### config.mk
export PLATFORM = sky130hd
export DESIGN_NAME = gol_step_scheduler
export DESIGN_NICKNAME = d
export VERILOG_FILES = /design/src/rtl/gol_step_scheduler.sv
export SDC_FILE = /design/constraint.sdc
export NUM_CORES = 1
export LEC_CHECK = 0
export BUFFER_PORTS_ARGS = -buffer_cell sky130_fd_sc_hd__buf_2
export CORE_AREA = 2 2 94 96
export DETAILED_ROUTE_END_ITERATION = 6
export DIE_AREA = 0 0 96 98
export PLACE_DENSITY = 0.67
export SETUP_SLACK_MARGIN = 0.1
export SLEW_MARGIN = 40
export SYNTH_ARGS = -nofsm -noshare
export SYNTH_HDL_FRONTEND = slang
export SYNTH_SLANG_ARGS = --single-unit
### constraint.sdc
create_clock -name Clk -period 2.3 [get_ports Clk]
set_input_delay 0 -clock Clk [delete_from_list [all_inputs] [get_ports Clk]]
set_output_delay 0 -clock Clk [all_outputs]
set_load 0.01 [all_outputs]
### src/rtl/gol_step_scheduler.sv
// Generation sequencer for the Game of Life array: turns run/step/seed requests into
// single-cycle cell_step / cell_load enables committed only at the start of vertical sync.
module gol_step_scheduler #(
    parameter int CLK_HZ = 25000000,
    parameter int CNT_W  = 16
) (
    input  logic             Clk,
    input  logic             Reset_n,
    input  logic             run_en,
    input  logic [3:0]       speed,
    input  logic             step_req,
    input  logic             seed_req,
    input  logic             vs,
    output logic             cell_step,
    output logic             cell_load,
    output logic             busy,
    output logic             overrun,
    output logic [CNT_W-1:0] gen_count,
    output logic [1:0]       state
);

    typedef enum logic [1:0] {
        PAUSED = 2'd0,
        RUN    = 2'd1,
        ARMED  = 2'd2,
        COMMIT = 2'd3
    } state_t;

    state_t           r_state;
    state_t           w_next_state;
    logic [1:0]       r_step_sync;
    logic             r_step_prev;
    logic [1:0]       r_seed_sync;
    logic             r_seed_prev;
    logic             r_vs_q;
    logic [31:0]      r_tick_cnt;
    logic             r_load_pend;
    logic             r_overrun;
    logic [CNT_W-1:0] r_gen_count;
    logic             r_cell_step;
    logic             r_cell_load;

    logic             w_step_ev;
    logic             w_seed_ev;
    logic             w_vs_fall;
    logic [31:0]      w_period;
    logic [31:0]      w_limit;
    logic             w_tick;
    logic             w_cnt_en;
    logic             w_do_step;
    logic             w_do_load;
    logic             w_drop_tick;
    logic             w_busy;

    assign w_step_ev = r_step_sync[1] & ~r_step_prev;
    assign w_seed_ev = r_seed_sync[1] & ~r_seed_prev;
    assign w_vs_fall = r_vs_q & ~vs;

    // A zero period (speed too large for CLK_HZ) degrades to a tick every cycle.
    assign w_period = 32'(CLK_HZ) >> speed;
    assign w_limit  = (w_period == 32'd0) ? 32'd0 : w_period - 32'd1;
    assign w_tick   = w_cnt_en & (r_tick_cnt >= w_limit);

    always_ff @(posedge Clk or negedge Reset_n) begin
        if (!Reset_n) begin
            r_state <= PAUSED;
        end else begin
            r_state <= w_next_state;
        end
    end

    always_comb begin
        w_next_state = r_state;
        case (r_state)
            PAUSED: begin
                if (w_seed_ev)       w_next_state = ARMED;
                else if (run_en)     w_next_state = RUN;
                else if (w_step_ev)  w_next_state = ARMED;
            end
            RUN: begin
                if (w_seed_ev)       w_next_state = ARMED;
                else if (!run_en)    w_next_state = PAUSED;
                else if (w_tick)     w_next_state = ARMED;
            end
            ARMED: begin
                if (w_vs_fall)       w_next_state = COMMIT;
            end
            COMMIT: begin
                if (w_seed_ev)       w_next_state = ARMED;
                else if (run_en)     w_next_state = RUN;
                else                 w_next_state = PAUSED;
            end
            default:                 w_next_state = PAUSED;
        endcase
    end

    // The tick counter keeps running while a free-run step waits in ARMED, so
    // periods shorter than a frame show up as dropped ticks (overrun).
    always_comb begin
        w_cnt_en    = (r_state == RUN) | ((r_state == ARMED) & run_en);
        w_do_load   = (r_state == COMMIT) & r_load_pend;
        w_do_step   = (r_state == COMMIT) & ~r_load_pend;
        w_drop_tick = (r_state == ARMED) & w_tick;
        w_busy      = (r_state == ARMED) | r_load_pend;
    end

    always_ff @(posedge Clk or negedge Reset_n) begin
        if (!Reset_n) begin
            r_step_sync <= 2'b00;
            r_step_prev <= 1'b0;
            r_seed_sync <= 2'b00;
            r_seed_prev <= 1'b0;
            r_vs_q      <= 1'b1;
        end else begin
            r_step_sync <= {r_step_sync[0], step_req};
            r_step_prev <= r_step_sync[1];
            r_seed_sync <= {r_seed_sync[0], seed_req};
            r_seed_prev <= r_seed_sync[1];
            r_vs_q      <= vs;
        end
    end

    always_ff @(posedge Clk or negedge Reset_n) begin
        if (!Reset_n) begin
            r_tick_cnt  <= 32'd0;
            r_load_pend <= 1'b0;
            r_overrun   <= 1'b0;
            r_gen_count <= '0;
            r_cell_step <= 1'b0;
            r_cell_load <= 1'b0;
        end else begin
            if (!w_cnt_en || w_tick) r_tick_cnt <= 32'd0;
            else                     r_tick_cnt <= r_tick_cnt + 32'd1;

            // A seed arriving in the commit cycle itself must survive the clear.
            if (w_seed_ev)      r_load_pend <= 1'b1;
            else if (w_do_load) r_load_pend <= 1'b0;

            if (w_do_load)        r_overrun <= 1'b0;
            else if (w_drop_tick) r_overrun <= 1'b1;

            if (w_do_load)      r_gen_count <= '0;
            else if (w_do_step) r_gen_count <= r_gen_count + CNT_W'(1);

            r_cell_step <= w_do_step;
            r_cell_load <= w_do_load;
        end
    end

    assign cell_step = r_cell_step;
    assign cell_load = r_cell_load;
    assign busy      = w_busy;
    assign overrun   = r_overrun;
    assign gen_count = r_gen_count;
    assign state     = r_state;

endmodule

==> results.rst, run 1 <==
.. list-table::
   :header-rows: 1

   * - Metric
     - Value
   * - Synth top area cells
     - sky130_fd_sc_hd__dfrtp_1, sky130_fd_sc_hd__ha_1, sky130_fd_sc_hd__nor3_2
   * - Cells after synthesis
     - 439
   * - Total routing usage reported by global routing
     - 21.8%
   * - Sequential area share after synthesis
     - 37.2%
   * - Max-capacitance violation count
     - 0
   * - Crit path arrival time
     - 2.43 ns
   * - Largest stage delay on the critical path
     - 0.36 ns
   * - Slew @ Worst Pin
     - 0.523 ns
   * - Peak supply drop
     - 0.000316 V
   * - Initial core utilization
     - 48.4%
   * - Register-to-register path setup slack
     - 0.1 ns
   * - Warnings, synthesis
     - 0
   * - Remaining number of nets flagged by the antenna check after routing
     - 0
   * - Hold violation total from the final report
     - 0
   * - Top fanout value on the critical path
     - 6
   * - Share of the synthesized area in the top cell type
     - 36.6%
   * - Count of buffers from port buffering
     - 31
   * - Num CTS Buffers
     - 9
   * - Crit path buffers/inverters
     - 3
   * - Critical R2R Launch
     - r_tick_cnt[13]$_DFF_PN0_
   * - Top library cells by usage in the layout, fill and taps aside
     - sky130_fd_sc_hd__dfrtp_1, sky130_fd_sc_hd__buf_4, sky130_fd_sc_hd__nand2_1, sky130_fd_sc_hd__ha_1, sky130_fd_sc_hd__xnor2_1
   * - Rows
     - 34
   * - Number of antenna cells inserted
     - 0
   * - Clock root buffer master
     - sky130_fd_sc_hd__clkbuf_8
   * - DR iter-0 viols
     - 160
   * - Post-layout minimum cycle time
     - 2.20 ns
   * - Post-Synthesis Cell Area
     - 0.00410 mm²
   * - Remaining global-route overflow
     - 0
   * - Layout cells sized above 1
     - 32.3%
   * - Switching part of the total power
     - 31.1%
   * - Global placer's final weighted congestion
     - 0.885
   * - Clk pwr share
     - 35.4%
   * - Final WS setup
     - 0.0959 ns
   * - Length of the first detailed-routing pass in iterations
     - 4
   * - CTS tree
     - built
   * - Final max-slew violation count
     - 0
   * - Post-route standard cell area excluding fillers
     - 0.00537 mm²
   * - Primary FF master, synth
     - sky130_fd_sc_hd__dfrtp_1
   * - Endpoint kind of the worst setup timing path
     - flip-flop
   * - Wire length of the first global-routing pass
     - 16100 µm
   * - Number of flops mapped to enable cells by yosys
     - 0
   * - Share of total power in combinational logic
     - 22.7%
   * - Power density cells
     - 527 mW/mm²
   * - Die Y-Extent
     - 98 µm
   * - Clock-pin slew reported for the worst setup and hold paths after clock tree synthesis
     - 0.08 ns
   * - Vias after detailed routing
     - 3623
   * - Startpoint-to-endpoint class of the critical path
     - input pin to flip-flop
   * - WL per Instance
     - 15.6 µm
   * - Int Power
     - 1950 µW
   * - Synthesized area per cell
     - 9.34 µm²
   * - Flip-flop and latch count after synthesis
     - 61
   * - Growth of design area from synthesis to finish
     - 30.9%
   * - Status
     - complete, no violations
   * - Final setup violation count
     - 0
   * - Later-pin clock latency in the skew report
     - 0.35 ns
   * - Detailed-placement wirelength estimate
     - 6840 µm
   * - Total wire length
     - 10100 µm
   * - Cell family contributing the most delay on the critical path
     - compound AO/OA/AOI/OAI gates
   * - Achievable clock frequency
     - 454 MHz
   * - Worst rel slew slack
     - 65.1%
   * - Die Area
     - 0.00941 mm²
   * - Nature of the critical path startpoint
     - input pin
   * - Number of clock sinks
     - 61
   * - Vias in the first global route
     - 3438
   * - Data required time of the critical path
     - 2.53 ns
   * - Number of antenna violations at the first check in global routing
     - 0
   * - Asr flop ratio synth
     - 100%
   * - Max Clock Skew
     - 0.0109 ns
   * - Count of cell types in the netlist
     - 45
   * - Leakage component of the power
     - 0.00239 µW
   * - Placed Instance Area
     - 0.00474 mm²
   * - Unrepaired setup endpoints after global routing
     - yes
   * - Core area
     - 0.00847 mm²
   * - Cell type with the largest total area after synthesis
     - sky130_fd_sc_hd__dfrtp_1
   * - Class of the tightest hold or removal check
     - input pin to async pin
   * - Maximum number of pins on one net before global-route repair
     - 42
   * - Cell type of the slowest stage on the worst timing path
     - sky130_fd_sc_hd__a2111oi_4
   * - Chip Width
     - 96 µm
   * - Critical-path cell list
     - buf_8 > inv_4 > o21ai_2 > a211o_1 > ha_4 > a21oi_2 > o21ai_1 > nand2_1 > o311ai_2 > ha_2 > nand4_1 > a2111oi_4 > o31a_4 > clkbuf_16 > nor3_4
   * - Clock tree buffer depth
     - 2
   * - Reg2reg path depth
     - 7
   * - Terminus of the critical flop-to-flop path
     - r_tick_cnt[29]$_DFF_PN0_
   * - Number of design rule violations left after detail routing
     - 0
   * - Mean number of vias per cell
     - 5.57
   * - I/O pins
     - 32
   * - Final Net Count
     - 583
   * - Final core utilization
     - 63.4%
   * - Part of the total power dissipated in sequential elements
     - 41.9%
   * - Maximum level of the CTS H-tree
     - 3
   * - Dpl ws
     - -0.318 ns
   * - Switching power of the nets
     - 879 µW
   * - Final clock period utilization by the worst path
     - 95.8%
## worst max path at each step
stage,depth (start not counted),start,end
3_3_place_gp,16,speed[0],overrun$_DFFE_PN0P_
6_report,15,speed[2],r_tick_cnt[29]$_DFF_PN0_
5_1_grt,14,speed[3],r_tick_cnt[27]$_DFF_PN0_
3_5_place_dp,15,speed[0],r_tick_cnt[26]$_DFF_PN0_
2_1_floorplan,12,speed[0],r_tick_cnt[0]$_DFF_PN0_
4_1_cts,7,r_tick_cnt[13]$_DFF_PN0_,r_tick_cnt[22]$_DFF_PN0_
## state kept, by name (all words and copies together) (netlist names)
register and cells:
state 2, r_load_pend 1, r_tick_cnt 32, r_seed_prev 1
r_step_prev 1, r_seed_sync 2, gen_count 16, r_vs_q 1
overrun 1, cell_step 1, cell_load 1, r_step_sync 2
## worst reg2reg max path, cell delays in order (launching register included)
cell                        delay (ns)
sky130_fd_sc_hd__dfrtp_1          0.41
sky130_fd_sc_hd__ha_1             0.31
sky130_fd_sc_hd__nand4_1          0.13
sky130_fd_sc_hd__or3_4            0.44
sky130_fd_sc_hd__a2111oi_4        0.26
sky130_fd_sc_hd__o31a_4           0.30
sky130_fd_sc_hd__clkbuf_16        0.20
sky130_fd_sc_hd__nor3_4           0.04
## logic make-up (layout without fill, tap and decap cells)
kind of cell	after synthesis	count (layout)	share of synthesized area, %
AOI/OAI and AO/OA	72	72	11.0
xor gates and xnor gates	42	42	8.97
adders and majority gates	36	36	11.0
buffers and inverters	33	130	3.87
DFF	61	61	37.2
muxes	1	1	0.275
other	1	7	0.0914
and+or+nand+nor	193	193	27.5
## power groups by stage
| stage | Sequential [µW] | Combinational (µW) | Clock [µW] |
|---|---|---|---|
| after detailed placement | 1200 | 533 | 0 |
| after global routing | 1190 | 714 | 1080 |
| after global placement | 1200 | 526 | 0 |
| final | 1190 | 642 | 1000 |
| after CTS | 1190 | 588 | 1010 |
| after floorplan | 1210 | 367 | 0 |
## repair_timing
| action | 4_1_cts | 5_1_grt |
|---|---|---|
| gates cloned | 1 | 2 |
| pin swaps | 4 | 25 |
| resized for setup | 20 | 37 |
| endpoints found under the hold margin | 43 | 0 |
| hold buffers | 5 | 0 |
| endpoints found under the setup margin | 33 | 35 |
| buffers inserted | 2 | 8 |
## cell type report
class,count,area [µm²]
Clock buffer,11,141
Clock inverter,5,58.8
Fill cell,675,3100
Inverter,14,55.1
Multi-Input combinational cell,351,2640
Sequential cell,61,1530
Tap cell,108,135
Timing Repair Buffer,100,806
## stage by stage
step / cells / hold slack [ns] / setup TNS [ns] / total power [µW]
finish: 650 / 0.165 / 0 / 2830
detailed placement: 616 / 0.0115 / -10.29 / 1740
global placement: 616 / 0.108 / -7.25 / 1730
CTS: 640 / 0.176 / 0 / 2780
global route: 650 / 0.220 / 0 / 2990
floorplan: 445 / -0.296 / -4.32 / 1580
## layer usage
metal | part of all wire, % | global-route usage (%) | up-vias
met3 | 3.3 | 4.01 | 23
met4 | 2.5 | 8.35 | 0
met1 | 44 | 28.7 | 1747
li1 | - | - | 1774
met5 | 0 | 0 | -
met2 | 50 | 35.2 | 79
## Yosys cell counts, drive strengths merged (2+ instances only)
cell and instances:
nand3 18, clkbuf 11, inv 14, nor4 8
a21oi 22, o2bb2ai 2, nand4 13, and3 11
o21a 4, xor2 13, a2111oi 2, a211o 2
buf 8, o311ai 2, and2 3, nor3b 4
nor2b 4, o21ai 24, xnor2 29, or3 3
a221o 2, a31oi 4, nand2b 7, nor2 30
o31ai 2, nand2 43, nor3 42, o22ai 2
ha 36, dfrtp 60, and4 7
No activity file was read; power rests on OpenSTA's default activity.
==> run 2, diff against run 1 <==
--- a/config.mk
+++ b/config.mk
@@ -6,10 +6,12 @@
 export NUM_CORES = 1
 export LEC_CHECK = 0
 export BUFFER_PORTS_ARGS = -buffer_cell sky130_fd_sc_hd__buf_2
-export CORE_AREA = 2 2 94 96
+export CELL_PAD_IN_SITES_DETAIL_PLACEMENT = 0
+export CELL_PAD_IN_SITES_GLOBAL_PLACEMENT = 1
+export CORE_AREA = 2 2 97 99
 export DETAILED_ROUTE_END_ITERATION = 6
-export DIE_AREA = 0 0 96 98
-export PLACE_DENSITY = 0.67
+export DIE_AREA = 0 0 99 101
+export PLACE_DENSITY = 0.88
 export SETUP_SLACK_MARGIN = 0.1
 export SLEW_MARGIN = 40
 export SYNTH_ARGS = -nofsm -noshare
==> results.rst, run 2 (synthesized netlist as in run 1, its figures left out) <==
.. list-table::
   :header-rows: 1

   * - Metric
     - Value
   * - Endpoint kind of the worst setup timing path
     - flip-flop
   * - Final Net Count
     - 579
   * - Data required time of the critical path
     - 2.53 ns
   * - Core area
     - 0.00898 mm²
   * - Clock-pin slew reported for the worst setup and hold paths after clock tree synthesis
     - 0.07 ns
   * - Register cell area after layout
     - 0.00153 mm²
   * - Cell family contributing the most delay on the critical path
     - simple AND/OR/NAND/NOR gates
   * - Wire length of the first global-routing pass
     - 16300 µm
   * - Number of antenna cells inserted
     - 0
   * - Startpoint-to-endpoint class of the critical path
     - flip-flop to flip-flop
   * - Max Clock Skew
     - 0.0160 ns
   * - Clock root buffer master
     - sky130_fd_sc_hd__clkbuf_8
   * - Later-pin clock latency in the skew report
     - 0.36 ns
   * - Filler instances
     - 771
   * - Power density cells
     - 547 mW/mm²
   * - Share of total power in combinational logic
     - 20.9%
   * - Max-capacitance violation count
     - 0
   * - Number of antenna violations at the first check in global routing
     - 0
   * - Number of design rule violations left after detail routing
     - 0
   * - WL per Instance
     - 15.8 µm
   * - Clock tree buffer depth
     - 2
   * - Rows
     - 35
   * - Dpl ws
     - -0.328 ns
   * - CTS tree
     - built
   * - Switching power of the nets
     - 872 µW
   * - Placed Instance Area
     - 0.00475 mm²
   * - Largest register FFs
     - 32
   * - I/O pins
     - 32
   * - Cell type of the slowest stage on the worst timing path
     - sky130_fd_sc_hd__dfrtp_2
   * - Mean number of vias per cell
     - 5.47
   * - Detailed-placement wirelength estimate
     - 6980 µm
   * - Post-layout minimum cycle time
     - 2.24 ns
   * - Slew @ Worst Pin
     - 0.566 ns
   * - Crit path arrival time
     - 2.47 ns
   * - Crit path buffers/inverters
     - 1
   * - Final-layout worst hold slack
     - 0.253 ns
   * - Total routing usage reported by global routing
     - 20.3%
   * - Initial core utilization
     - 45.7%
   * - Class of the tightest hold or removal check
     - input pin to async pin
   * - Final max-slew violation count
     - 0
   * - Final setup violation count
     - 0
   * - Status
     - complete, no violations
   * - Vias after detailed routing
     - 3547
   * - Number of clock sinks
     - 61
   * - Peak supply drop
     - 0.000409 V
   * - Count of buffers from port buffering
     - 31
   * - Critical-path cell list
     - ha_1 > nand4_1 > nor4_4 > and4_4 > o31a_4 > clkbuf_16 > nor3_2
   * - Hold violation total from the final report
     - 0
   * - Num CTS Buffers
     - 9
   * - Unrepaired setup endpoints after global routing
     - yes
   * - Total area of multi-input combinational cells
     - 0.00259 mm²
   * - Largest stage delay on the critical path
     - 0.44 ns
   * - Global placer's final weighted congestion
     - 0.838
   * - Length of the first detailed-routing pass in iterations
     - 4
   * - Leakage component of the power
     - 0.00237 µW
   * - Clk pwr share
     - 38.5%
   * - Die Y-Extent
     - 101 µm
   * - Final clock period utilization by the worst path
     - 97.3%
   * - Chip Width
     - 99 µm
   * - Int Power
     - 2040 µW
   * - Maximum level of the CTS H-tree
     - 3
   * - Growth of design area from synthesis to finish
     - 29.7%
   * - Maximum number of pins on one net before global-route repair
     - 62
   * - DR iter-0 viols
     - 148
   * - Layout cells sized above 1
     - 30.9%
   * - Top fanout value on the critical path
     - 6
   * - Achievable clock frequency
     - 447 MHz
   * - Most flops, register
     - r_tick_cnt
   * - Most common library cell in the layout ignoring fill and taps
     - sky130_fd_sc_hd__dfrtp_1
   * - Remaining global-route overflow
     - 0
   * - Total wire length
     - 10300 µm
   * - Vias in the first global route
     - 3399
   * - Final WS setup
     - 0.0631 ns
   * - Worst rel slew slack
     - 62.3%
   * - Part of the total power dissipated in sequential elements
     - 40.7%
   * - Remaining number of nets flagged by the antenna check after routing
     - 0
   * - Post-route standard cell area excluding fillers
     - 0.00532 mm²
   * - Top library cells by usage in the layout, fill and taps aside
     - sky130_fd_sc_hd__dfrtp_1, sky130_fd_sc_hd__buf_4, sky130_fd_sc_hd__nand2_1, sky130_fd_sc_hd__ha_1
   * - Switching part of the total power
     - 30.0%
   * - Nature of the critical path startpoint
     - flip-flop
   * - Die Area
     - 0.0100 mm²
==> run 2: metal layers <==
layer	track usage (%)	wire length, µm
met4	6.32	222
met5	0	0
met2	34.8	5100
met3	4.58	326
met1	25.7	4620
==> run 2: path summary, 6_finish.rpt <==
| path | from | endpoint | slack [ns] | cells past startpoint |
|---|---|---|---|---|
| max | r_tick_cnt[26]$_DFF_PN0_ | r_tick_cnt[30]$_DFF_PN0_ | 0.06 | 7 |
| min | Reset_n | gen_count[5]$_DFFE_PN0P_ | 0.25 | 3 |
| max reg2reg | r_tick_cnt[26]$_DFF_PN0_ | r_tick_cnt[30]$_DFF_PN0_ | 0.06 | 7 |
| min reg2reg | r_seed_sync[0]$_DFF_PN0_ | r_seed_sync[1]$_DFF_PN0_ | 0.36 | 0 |
| max in group asynchronous | Reset_n | r_tick_cnt[26]$_DFF_PN0_ | 1.62 | 3 |
| min in group Clk | seed_req | r_seed_sync[0]$_DFF_PN0_ | 0.29 | 2 |
==> run 2: layout make-up <==
class / instances / area share [%]
multi-input cells: 351 / 48.7
flip-flops and latches: 61 / 28.7
repair buffers: 96 / 14.5
well taps: 111 / 2.61
clock buffers: 10 / 2.59
clock inverters: 6 / 1.76
inverters: 14 / 1.08
==> run 2: power by group through the flow <==
stage,sequential [µW],clock (µW),combinational (µW)
after floorplan,1210,0,367
after global placement,1200,0,535
after detailed placement,1200,0,552
after CTS,1180,1150,576
after global routing,1190,1190,668
final,1180,1120,607
==> run 2: timing repair <==
action / in CTS / in global routing
pin swaps: 2 / 20
setup buffers: 0 / 6
hold buffers: 5 / 0
hold endpoints to repair: 64 / 0
endpoints found under the setup margin: 31 / 35
resized for setup: 8 / 33
gates cloned: 0 / 4
==> run 2: worst min-delay path, stage by stage <==
cell and delay, ns:
sky130_fd_sc_hd__dlygate4sd3_1 0.52, sky130_fd_sc_hd__buf_2 0.10, sky130_fd_sc_hd__buf_6 0.45
==> run 2: metrics by stage <==
step | std cells | util (%) | power, µW | TNS (ns)
after floorplan | 445 | - | 1580 | -4.32
after global placement | 618 | 53.0 | 1740 | -6.79
after detailed placement | 618 | 53.0 | 1760 | -9.72
after CTS | 639 | 56.4 | 2900 | 0
after global routing | 649 | 59.3 | 3060 | 0
final | 649 | 59.3 | 2910 | 0
